## config.mk

```make
export PLATFORM = sky130hd
export DESIGN_NAME = load_store_unit
export DESIGN_NICKNAME = d
export VERILOG_FILES = /design/src/rtl/load_store_unit.sv
export SDC_FILE = /design/constraint.sdc
export NUM_CORES = 1
export LEC_CHECK = 0
export ABC_AREA = 1
export CAP_MARGIN = 5
export CELL_PAD_IN_SITES_DETAIL_PLACEMENT = 0
export CELL_PAD_IN_SITES_GLOBAL_PLACEMENT = 1
export CORE_MARGIN = 4
export CORE_UTILIZATION = 33
export DETAILED_ROUTE_END_ITERATION = 16
export GPL_TIMING_DRIVEN = 0
export HOLD_SLACK_MARGIN = 0.15
export MAX_ROUTING_LAYER = met4
export PLACE_DENSITY = 0.87
export SYNTH_ARGS = -nofsm -noshare
export SYNTH_HDL_FRONTEND = slang
export SYNTH_SLANG_ARGS = --single-unit
```

## constraint.sdc

```tcl
create_clock -name clk -period 2.6 [get_ports clk]
set_input_delay 0.39 -clock clk [delete_from_list [all_inputs] [get_ports clk]]
set_output_delay 0.39 -clock clk [all_outputs]
set_load 0.03 [all_outputs]
```

## src/rtl/load_store_unit.sv

```systemverilog
// RISC-V load/store unit: maps LB/LH/LW/LBU/LHU/SB/SH/SW onto whole-word data_mem
// accesses, doing sub-word stores as a registered read-modify-write.
module load_store_unit #(
    parameter int DATA_WIDTH = 32,
    parameter int ADDR_WIDTH = 32
) (
    input  logic                  clk,
    input  logic                  rst_n,
    input  logic                  req_valid,
    input  logic                  req_write,
    input  logic [2:0]            req_funct3,
    input  logic [ADDR_WIDTH-1:0] req_addr,
    input  logic [DATA_WIDTH-1:0] req_wdata,
    output logic                  req_ready,
    output logic                  rsp_valid,
    output logic [DATA_WIDTH-1:0] rsp_rdata,
    output logic                  rsp_err,
    output logic [ADDR_WIDTH-1:0] dm_A,
    output logic [DATA_WIDTH-1:0] dm_WD,
    output logic                  dm_WE,
    input  logic [DATA_WIDTH-1:0] dm_RD
);

    typedef enum logic [1:0] {
        IDLE  = 2'd0,
        WRITE = 2'd1,
        RESP  = 2'd2
    } state_e;

    state_e                state_q, state_d;
    logic [DATA_WIDTH-1:0] rd_q, rd_d;
    logic [DATA_WIDTH-1:0] wdata_q, wdata_d;
    logic [ADDR_WIDTH-1:0] addr_q, addr_d;
    logic [2:0]            funct3_q, funct3_d;
    logic                  write_q, write_d;
    logic                  accept;
    logic                  storeOk;

    // Gating with rst_n keeps the requester stalled while reset is held.
    assign req_ready = rst_n && (state_q == IDLE);
    assign accept    = req_valid && req_ready;
    assign storeOk   = (req_funct3[2] == 1'b0) && (req_funct3[1:0] != 2'b11);

    always_ff @(posedge clk or negedge rst_n) begin
        if (!rst_n) begin
            state_q  <= IDLE;
            rd_q     <= '0;
            wdata_q  <= '0;
            addr_q   <= '0;
            funct3_q <= '0;
            write_q  <= 1'b0;
        end else begin
            state_q  <= state_d;
            rd_q     <= rd_d;
            wdata_q  <= wdata_d;
            addr_q   <= addr_d;
            funct3_q <= funct3_d;
            write_q  <= write_d;
        end
    end

    always_comb begin
        state_d  = state_q;
        rd_d     = rd_q;
        wdata_d  = wdata_q;
        addr_d   = addr_q;
        funct3_d = funct3_q;
        write_d  = write_q;
        case (state_q)
            IDLE: begin
                if (accept) begin
                    rd_d     = dm_RD;
                    wdata_d  = req_wdata;
                    addr_d   = req_addr;
                    funct3_d = req_funct3;
                    write_d  = req_write;
                    // Bad-width stores skip WRITE so data_mem is never touched.
                    state_d  = (req_write && storeOk) ? WRITE : RESP;
                end
            end
            WRITE:   state_d = IDLE;
            RESP:    state_d = IDLE;
            default: state_d = IDLE;
        endcase
    end

    always_comb begin
        dm_A      = addr_q;
        dm_WE     = 1'b0;
        dm_WD     = '0;
        rsp_valid = 1'b0;
        rsp_rdata = '0;
        rsp_err   = 1'b0;
        case (state_q)
            IDLE: dm_A = req_addr;
            WRITE: begin
                dm_WE     = 1'b1;
                rsp_valid = 1'b1;
                case (funct3_q[1:0])
                    2'b00:   dm_WD = {rd_q[DATA_WIDTH-1:8], wdata_q[7:0]};
                    2'b01:   dm_WD = {rd_q[DATA_WIDTH-1:16], wdata_q[15:0]};
                    default: dm_WD = wdata_q;
                endcase
            end
            RESP: begin
                rsp_valid = 1'b1;
                if (write_q) begin
                    rsp_err = 1'b1;
                end else begin
                    case (funct3_q)
                        3'b000:  rsp_rdata = {{(DATA_WIDTH-8){rd_q[7]}}, rd_q[7:0]};
                        3'b001:  rsp_rdata = {{(DATA_WIDTH-16){rd_q[15]}}, rd_q[15:0]};
                        3'b010:  rsp_rdata = rd_q;
                        3'b100:  rsp_rdata = {{(DATA_WIDTH-8){1'b0}}, rd_q[7:0]};
                        3'b101:  rsp_rdata = {{(DATA_WIDTH-16){1'b0}}, rd_q[15:0]};
                        default: rsp_err   = 1'b1;
                    endcase
                end
            end
            default: ;
        endcase
    end

endmodule

```

== Yosys cells after proc, flatten, opt, wreduce, memory -nomap -nowiden ==
Index checks and enable logic that the tools add are counted.

* Bits in registers: 102
* Input port bits: 103
* Output and inout port bits: 100
* Word-level logic and storage cells: 40

* Equality and inequality tests: 9
* Mux-type cells: 14
* Reduce and logical (&&, ||, !) cells: 10
* Bitwise gates (word level): 1

{| class="wikitable"
|+ Operator list
! operator !! number
|-
| $pmux W32 S5 || 1
|-
| $mux W32 || 4
|-
| $pmux W32 S2 || 1
|-
| $eq A3 B3 Y1 const B || 2
|-
| $mux W2 || 3
|-
| $mux W1 || 5
|-
| $reduce_or A5 Y1 || 1
|-
| $eq A2 B1 Y1 const B || 2
|-
| $logic_and A1 B1 Y1 || 4
|-
| $logic_not A2 Y1 || 2
|-
| $ne A2 B2 Y1 const B || 2
|-
| $eq A3 B1 Y1 const B || 1
|-
| $eq A3 B2 Y1 const B || 1
|-
| $logic_not A3 Y1 || 1
|-
| $eq A2 B2 Y1 const B || 1
|-
| $reduce_and A2 Y1 || 1
|-
| $reduce_or A2 Y1 || 1
|-
| $not A1 Y1 || 1
|}

== Depth between registers and ports, before layout ==
Gate-level depths: netlist (run 1).

* Depth after elaboration: 6
* Mapped depth: 9
* Mapped depth without buffers: 7

== Least setup slack after synthesis (run 1) ==
Ideal clock, no wire load.

* Path kind: register to output
* From: register state_q[0]
* To: output dm_A[30]
* Slack: 460 ps
* Cell stages (with the launch flop): 6
* Required time: 2210 ps
* Path buffers: 1
* Data arrival time: 1750 ps
* Cells stage by stage: dfrtp_1 > inv_1 > ha_1 > clkinv_1 > clkbuf_1 > o21ai_0

* Cells in the longest elaborated chain, start to end: 2

{| class="wikitable"
|+ RTL lines
! element !! line !! source
|-
| start, declared || 30 || <nowiki>state_e state_q, state_d;</nowiki>
|-
| start signal, assigned || 53 || <nowiki>state_q <= state_d;</nowiki>
|-
| $logic_not A2 Y1 || 94 || <nowiki>case (state_q)</nowiki>
|-
| $mux W32 || 94 ||
|-
| end, declared || 18 || <nowiki>output logic [ADDR_WIDTH-1:0] dm_A,</nowiki>
|}

Every way passes these cells.

== Worst setup path in the final report (run 1) ==
* From: register funct3_q[1]
* To: output rsp_rdata[23]

* Cells in the longest elaborated chain, start to end: 4
* Elaborated cells on any way between the ends: 8

{| class="wikitable"
|+ RTL lines
! element !! line !! source
|-
| start, declared || 34 || <nowiki>logic [2:0] funct3_q, funct3_d;</nowiki>
|-
| start signal, assigned || 57 || <nowiki>funct3_q <= funct3_d;</nowiki>
|-
| $eq A3 B3 Y1, or another cell as far along || 110 || <nowiki>case (funct3_q)</nowiki>
|-
| $pmux W32 S5 * || 110 ||
|-
| $mux W32 * || 107 || <nowiki>if (write_q) begin</nowiki>
|-
| $mux W32 * || 94 ||
|-
| end, declared || 16 || <nowiki>output logic [DATA_WIDTH-1:0] rsp_rdata,</nowiki>
|}

Every way passes the cells marked *; elsewhere a longest branch is shown, timed or not.

==> impl_results.md, run 1 <==
- DP Worst Slack: -408 ps
- Setup TNS: 0 ps
- Max-capacitance violation count: 0
- Buffers & Inverters on Critical Path: 2
- Cell family with most CP delay: simple AND/OR/NAND/NOR gates
- Die Ht: approximately 130 um
- Grt ovf: 0
- Static leakage: roughly 4.1 nW
- HP Class: primary input to async pin
- Hold WS: 139 ps
- Total Wirelength: ~16000 um
- CP arrival: approximately 2000 ps
- Reg2Reg Depth: 8
- CTS sink count: slightly above 100
- Setup WS post-layout: approximately 150 ps
- Seq pwr share: ~37%
- Final Hold Viols: 0
- Measured slew at the worst slew-check pin: 501 ps
- DP Area: 7380 um^2
- Worst EP required: 2210 ps
- Core Rows: 45
- Slew headroom: 66.6%
- Net Sw Frac: around 43%
- Cell Chain, Critical Path: nor2_4, nand3_4, nand2_4, buf_6, nor2_1, nor2_1, dlygate4sd2_1
- Reg2reg end: addr_q[20]
- Post-Syn Area: 5110 um^2
- Period minus WS final: between 2000 and 2500 ps
- Initial Util: between 30% and 40%
- Non-Filler Instances: between 1000 and 1500
- Maximum VDD drop: approximately 0.51 mV
- Initial antenna violation count: 2
- Internal Power: 4.37 mW
- Layout cells sized above 1: approximately a tenth
- Final #Nets: between 1000 and 1500
- F_max: ~400 MHz
- Reg2reg setup slack: between 700 and 800 ps
- GPL Wtd Cong: slightly below 0.8
- Root Buffer Master: clkbuf_16
- Fin util: between 50 and 60%
- Vias: approximately 5000
- H-tree Lvls: 3
- Synth Net Count: approximately 800
- CTS clk-pin slew, worst paths: 70 ps
- Cells after synthesis: 681
- Outcome: finished clean
- Largest net degree at the start of global routing: 67
- Core Area: roughly 15000 um^2
- Part of the cycle the worst path needs: a little over nine tenths
- Routed Antenna Nets: 0
- Clock Power Share: between 10% and 20%
- Worst-Skew Late Latency: 340 ps
- Net Switching: ~3.3 mW
- Drt pass-1 iters: 4
- Largest stage delay on the critical path: approximately 480 ps
- Fill cells: ~1600
- End of the critical path: rsp_rdata[23]
- Sequential area share after synthesis: around half
- DR iter-0 viols: 276
- Worst Path Max Fanout: 10
- Detailed-route DRC error count: 0
- I/O pin count: roughly 200
- Post-route cell area: between 7000 and 8000 um^2
- Most used cell, CP: nor2_1
- CP Launch Type: register
- Clk_skew: approximately 6.5 ps
- Dpl hpwl: 12300 um
- First-pass GRT wire length: between 20000 and 30000 um
- Layout area overhead: 49.0%
- Longest Clk Path Bufs: 2
- Synth warn: 0
- Avg WL per Cell: between 10 and 15 um
- GRT Total Usage: 18.6%
- Cell variety after synth: 22
- Post-Syn Area per Cell: about 7.5 um^2
- Number of global-route vias before repair: around 5000
- # Post-CTS Setup Buffers: 0
- Setup-failing EPs final: 0
- CTS tree: built
- DP Cell Count: 1071
- Die Area: 17500 um^2
- Worst path slowest cell: dfrtp_1
- CP endpoint kind: output port
- Power Total: 7.71 mW
- CP startpoint: funct3_q[1]
- Slew Limit Fails: 0
- Vias per cell: around 4.6
- FF-to-FF Start: state_q[0]
- Die Width: between 100 and 150 um
- Combinational power share: approximately 45%
- CTS Buf Count: 9
- Critical path depth in cells: 7
- PortBufs: approximately 200
- WS Path Type: register to output port
- Flops & latches, synth: roughly 100
- Power per cell area: a little over 1000 nW/um^2
==> worst min-delay path, stage by stage <==
cell and delay [ps]:
buf_6 100, buf_16 110, buf_16 280
==> layout by cell type, fill, tap and decap left out, types with 35 or more instances in the layout <==
cell,synthesis,routed
a21oi_1,53,53
clkbuf_2,0,35
clkdlybuf4s50_1,0,103
dfrtp_1,102,102
dlygate4sd2_1,0,53
inv_1,70,70
nand2_1,156,156
nand3_1,51,51
nor2_1,102,102
o21ai_0,88,88
==> registers in the layout, summed over array words and instances (netlist names) <==
register  flops
wdata_q      32
state_q       2
rd_q         32
addr_q       32
funct3_q      3
write_q       1
==> cell families (layout without fill, tap and decap cells) <==
logic type	after synthesis	in the layout	share of synthesized area, %
AND/OR/NAND/NOR	314	314	25.2
AO/OA/AOI/OAI	144	144	14.2
buffers and inverters	118	339	9.85
flip-flops	102	102	50.0
adder cells (fa/ha/maj)	3	3	0.735
other	0	2	0
==> power by group through the flow <==
stage	clock network, mW	logic (mW)	registers [mW]
3_3_place_gp	0	3.73	2.81
5_1_grt	1.53	3.88	2.92
3_5_place_dp	0	3.76	2.83
4_1_cts	1.47	3.57	2.81
6_report	1.43	3.47	2.81
2_1_floorplan	0	2.39	2.71
==> cell usage after synthesis, drive strengths merged <==
library cell    n  area, um^2
clkbuf         25         114
ha              3        37.5
a21boi          1        7.51
nand2         157         597
dfrtp         102        2550
inv            72         270
nor2          103         394
o21ai          90         454
clkinv          1        3.75
a21oi          53         265
nand3          53         290
nand3b          1        7.51
buf            20         115
==> timing repair <==
| item | in CTS | in global routing |
|---|---|---|
| endpoints found under the setup margin | 95 | 47 |
| hold buffers | 4 | 0 |
| hold endpoints to repair | 36 | 0 |
| gates resized for setup | 104 | 99 |
| pin swaps | 0 | 0 |
| gates cloned | 0 | 0 |
==> worst min path at each step <==
| stage | cells after the start | startpoint | slack, ps | to |
|---|---|---|---|---|
| after global placement | 2 | wdata_q[15] | 450 | wdata_q[15] |
| after detailed placement | 1 | rst_n | 410 | addr_q[8] |
| after floorplan | 0 | rst_n | 90 | addr_q[0] |
| final | 3 | rst_n | 140 | wdata_q[3] |
| after CTS | 3 | rst_n | 150 | wdata_q[3] |
| after global routing | 3 | rst_n | 160 | wdata_q[7] |
==> layer usage <==
metal / vias up / track usage, % / share of wire (%)
met5: - / - / 0
met4: 0 / 4.97 / 1.2
met3: 16 / 4.14 / 6.5
met2: 143 / 29.7 / 48
met1: 2269 / 24.0 / 44
li1: 2585 / - / -
==> cell type report <==
cell class	instances	area (um^2)	share of cell area, %
repair buffers	206	1930	25.4
inverters	73	275	3.62
plain buffers	44	236	3.11
multi-input cells	461	2060	27.1
well taps	188	235	3.09
clock inverters	6	86.3	1.13
diodes	2	5.00	0.0657
clock buffers	10	229	3.01
flip-flops and latches	102	2550	33.5
No activity file was read; power rests on OpenSTA's default activity.
==> run 2: changes to the inputs <==
- CORE_UTILIZATION: 33 -> 28
- PLACE_DENSITY: 0.87 -> 0.79
- clock period: 2.6 -> 2.2 ns (I/O delays scaled with it)
==> impl_results.md, run 2 (same netlist as run 1, synthesis figures left out) <==
- Die Area: 20500 um^2 (+17%)
- Slew Limit Fails: 0 (unchanged)
- CP arrival: 1810 ps (-250 ps)
- Vias per cell: 4.42 (-3.8%)
- PortBufs: 201 (unchanged)
- Commonest non-fill, non-tap cell in the layout: nand2_1
- Slew headroom: 70.6% (+4.0 points)
- Power Total: 9.38 mW (+22%)
- I/O pin count: 203 (unchanged)
- CTS clk-pin slew, worst paths: 70 ps (about the same)
- Final #Nets: 1008 (+0.50%)
- Non-Filler Instances: 1141 (+4.5%)
- Layout area overhead: 48.1%
- Hold WS: -50.2 ps (-189 ps)
- HP Class: primary input to async pin
- CP Launch Type: register
- GPL Wtd Cong: 0.815 (+3.4%)
- CTS tree: built
- Fin util: 42.1% (-8.0 points)
- Vias: 5039 (+0.52%)
- Root Buffer Master: clkbuf_16
- Most frequent cells in the layout: nand2_1, nor2_1, clkdlybuf4s50_1, dfrtp_1, buf_2
- Grt ovf: 0 (unchanged)
- Maximum VDD drop: 0.605 mV (+18%)
- Total Wirelength: 16600 um (+4.4%)
- CP endpoint kind: output port
- Period minus WS final: around 2100 ps
- Measured slew at the worst slew-check pin: 441 ps (-59.7 ps)
- First-pass GRT wire length: 26700 um (+4.7%)
- Avg WL per Cell: 14.6 um (about the same)
- Die Ht: 143 um (+8.0%)
- Longest Clk Path Bufs: 2 (unchanged)
- Setup-failing EPs final: 0 (unchanged)
- WS Path Type: register to output port
- Worst Path Max Fanout: 3 (-7)
- Die Width: 143 um (+8.0%)
- Power per cell area: 1240 nW/um^2 (+22%)
- Worst-Skew Late Latency: 350 ps (about the same)
- Dpl hpwl: 12700 um (+3.5%)
- FF+latch area: 2550 um^2 (about the same)
- F_max: 468 MHz
- DR iter-0 viols: 192 (-30%)
- Largest registers: addr_q x32, rd_q x32, wdata_q x32
- Drt pass-1 iters: 5 (+1)
- Part of the cycle the worst path needs: between 90% and 100%
- GRT Total Usage: 17.0% (-1.6 points)
- Core Rows: 49 (+8.9%)
- Initial antenna violation count: 4 (+2)
- DP Cell Count: 1112 (+3.8%)
- Final Hold Viols: 63 (+63)
- Largest net degree at the start of global routing: 65 (-3.0%)
- Layout cells sized above 1: 18.2% (+8.4 points)
- Max-capacitance violation count: 0 (unchanged)
- Number of global-route vias before repair: 5039 (+2.9%)
- H-tree Lvls: 3 (unchanged)
- CTS Buf Count: 9 (unchanged)
- Core Area: 18000 um^2 (+18%)
- Routed Antenna Nets: 0 (unchanged)
- Worst EP required: 1870 ps (-340 ps)
- Initial Util: 28.4% (-5.2 points)
- Clk_skew: 12.7 ps (+6.23 ps)
- Static leakage: 3.87 nW (-6.1%)
- Area occupied by multi-input gates: 2100 um^2 (+1.9%)
- Outcome: complete, but fails checks
- Detailed-route DRC error count: 0 (unchanged)
- CTS sink count: 102 (unchanged)
- Failing checks: negative hold slack
- Hold-fix buffers, CTS: 3 (-1)
- DP Worst Slack: -729 ps (-322 ps)
- Fill cells: 1907 (+20%)
- Setup WS post-layout: 63.8 ps (-86.9 ps)
==> run 2: cell types whose count changed in the layout (fill, tap and decap cells not counted), sizes merged <==
cell / delta
buf: +84
dlygate4sd2: -47
clkbuf: -22
dlymetal6s2s: -10
clkdlybuf4s15: +3
clkinv: -3
diode: +3
inv: +2
clkdlybuf4s50: -1
dlygate4sd1: -1
==> run 2: power breakdown <==
part / switching (mW) / internal, mW / leakage (nW)
registers: 0.510 / 2.82 / 1.22
clock network: 0.744 / 1.07 / 0.164
logic: 2.79 / 1.45 / 2.49
==> run 2: metal layers <==
metal  vias up  global-route usage, %  wire [um]
li1       2603                      -          -
met1      2283                   21.8       7340
met2       134                   26.3       7780
met3        19                   3.92       1090
met4         0                   6.05        410
met5         -                      -          0
==> run 2: worst paths after layout <==
kind | startpoint | endpoint | slack, ps | cells after the start
worst max-delay path | state_q[0] | rsp_err | 60 | 4
worst min-delay path | rst_n | wdata_q[6] | -50 | 2
worst max register to register | state_q[0] | addr_q[26] | 350 | 8
worst min register to register | wdata_q[15] | wdata_q[15] | 470 | 2
max in group asynchronous | rst_n | addr_q[1] | 1380 | 4
min in group clk | wdata_q[15] | wdata_q[15] | 470 | 2
==> run 2: per-stage QoR <==
stage | instance area, um^2 | TNS, ps
floorplan | 5110 | 0
global placement | 7410 | -738240
detailed placement | 7430 | -27780
CTS | 7670 | 0
global route | 7560 | -8.06
finish | 7570 | 0
==> run 2: timing repair <==
action	CTS	global route
buffers inserted	2	4
pin swaps	1	3
resized for setup	433	96
endpoints found under the hold margin	39	63
endpoints found under the setup margin	99	96
==> run 2: layout make-up <==
cell class	count	share of cell area, %
clock buffers	11	3.34
repair buffers	211	22.9
flip-flops and latches	102	33.8
inverters	73	3.69
clock inverters	5	1.16
diodes	5	0.165
multi-input cells	461	27.8
well taps	229	3.79
plain buffers	44	3.41
==> run 2: worst max-delay path: stages, from the launching register on <==
cell and delay [ps]:
dfrtp_1 430, inv_2 110, ha_2 220, a21boi_0 260, dlygate4sd2_1 450
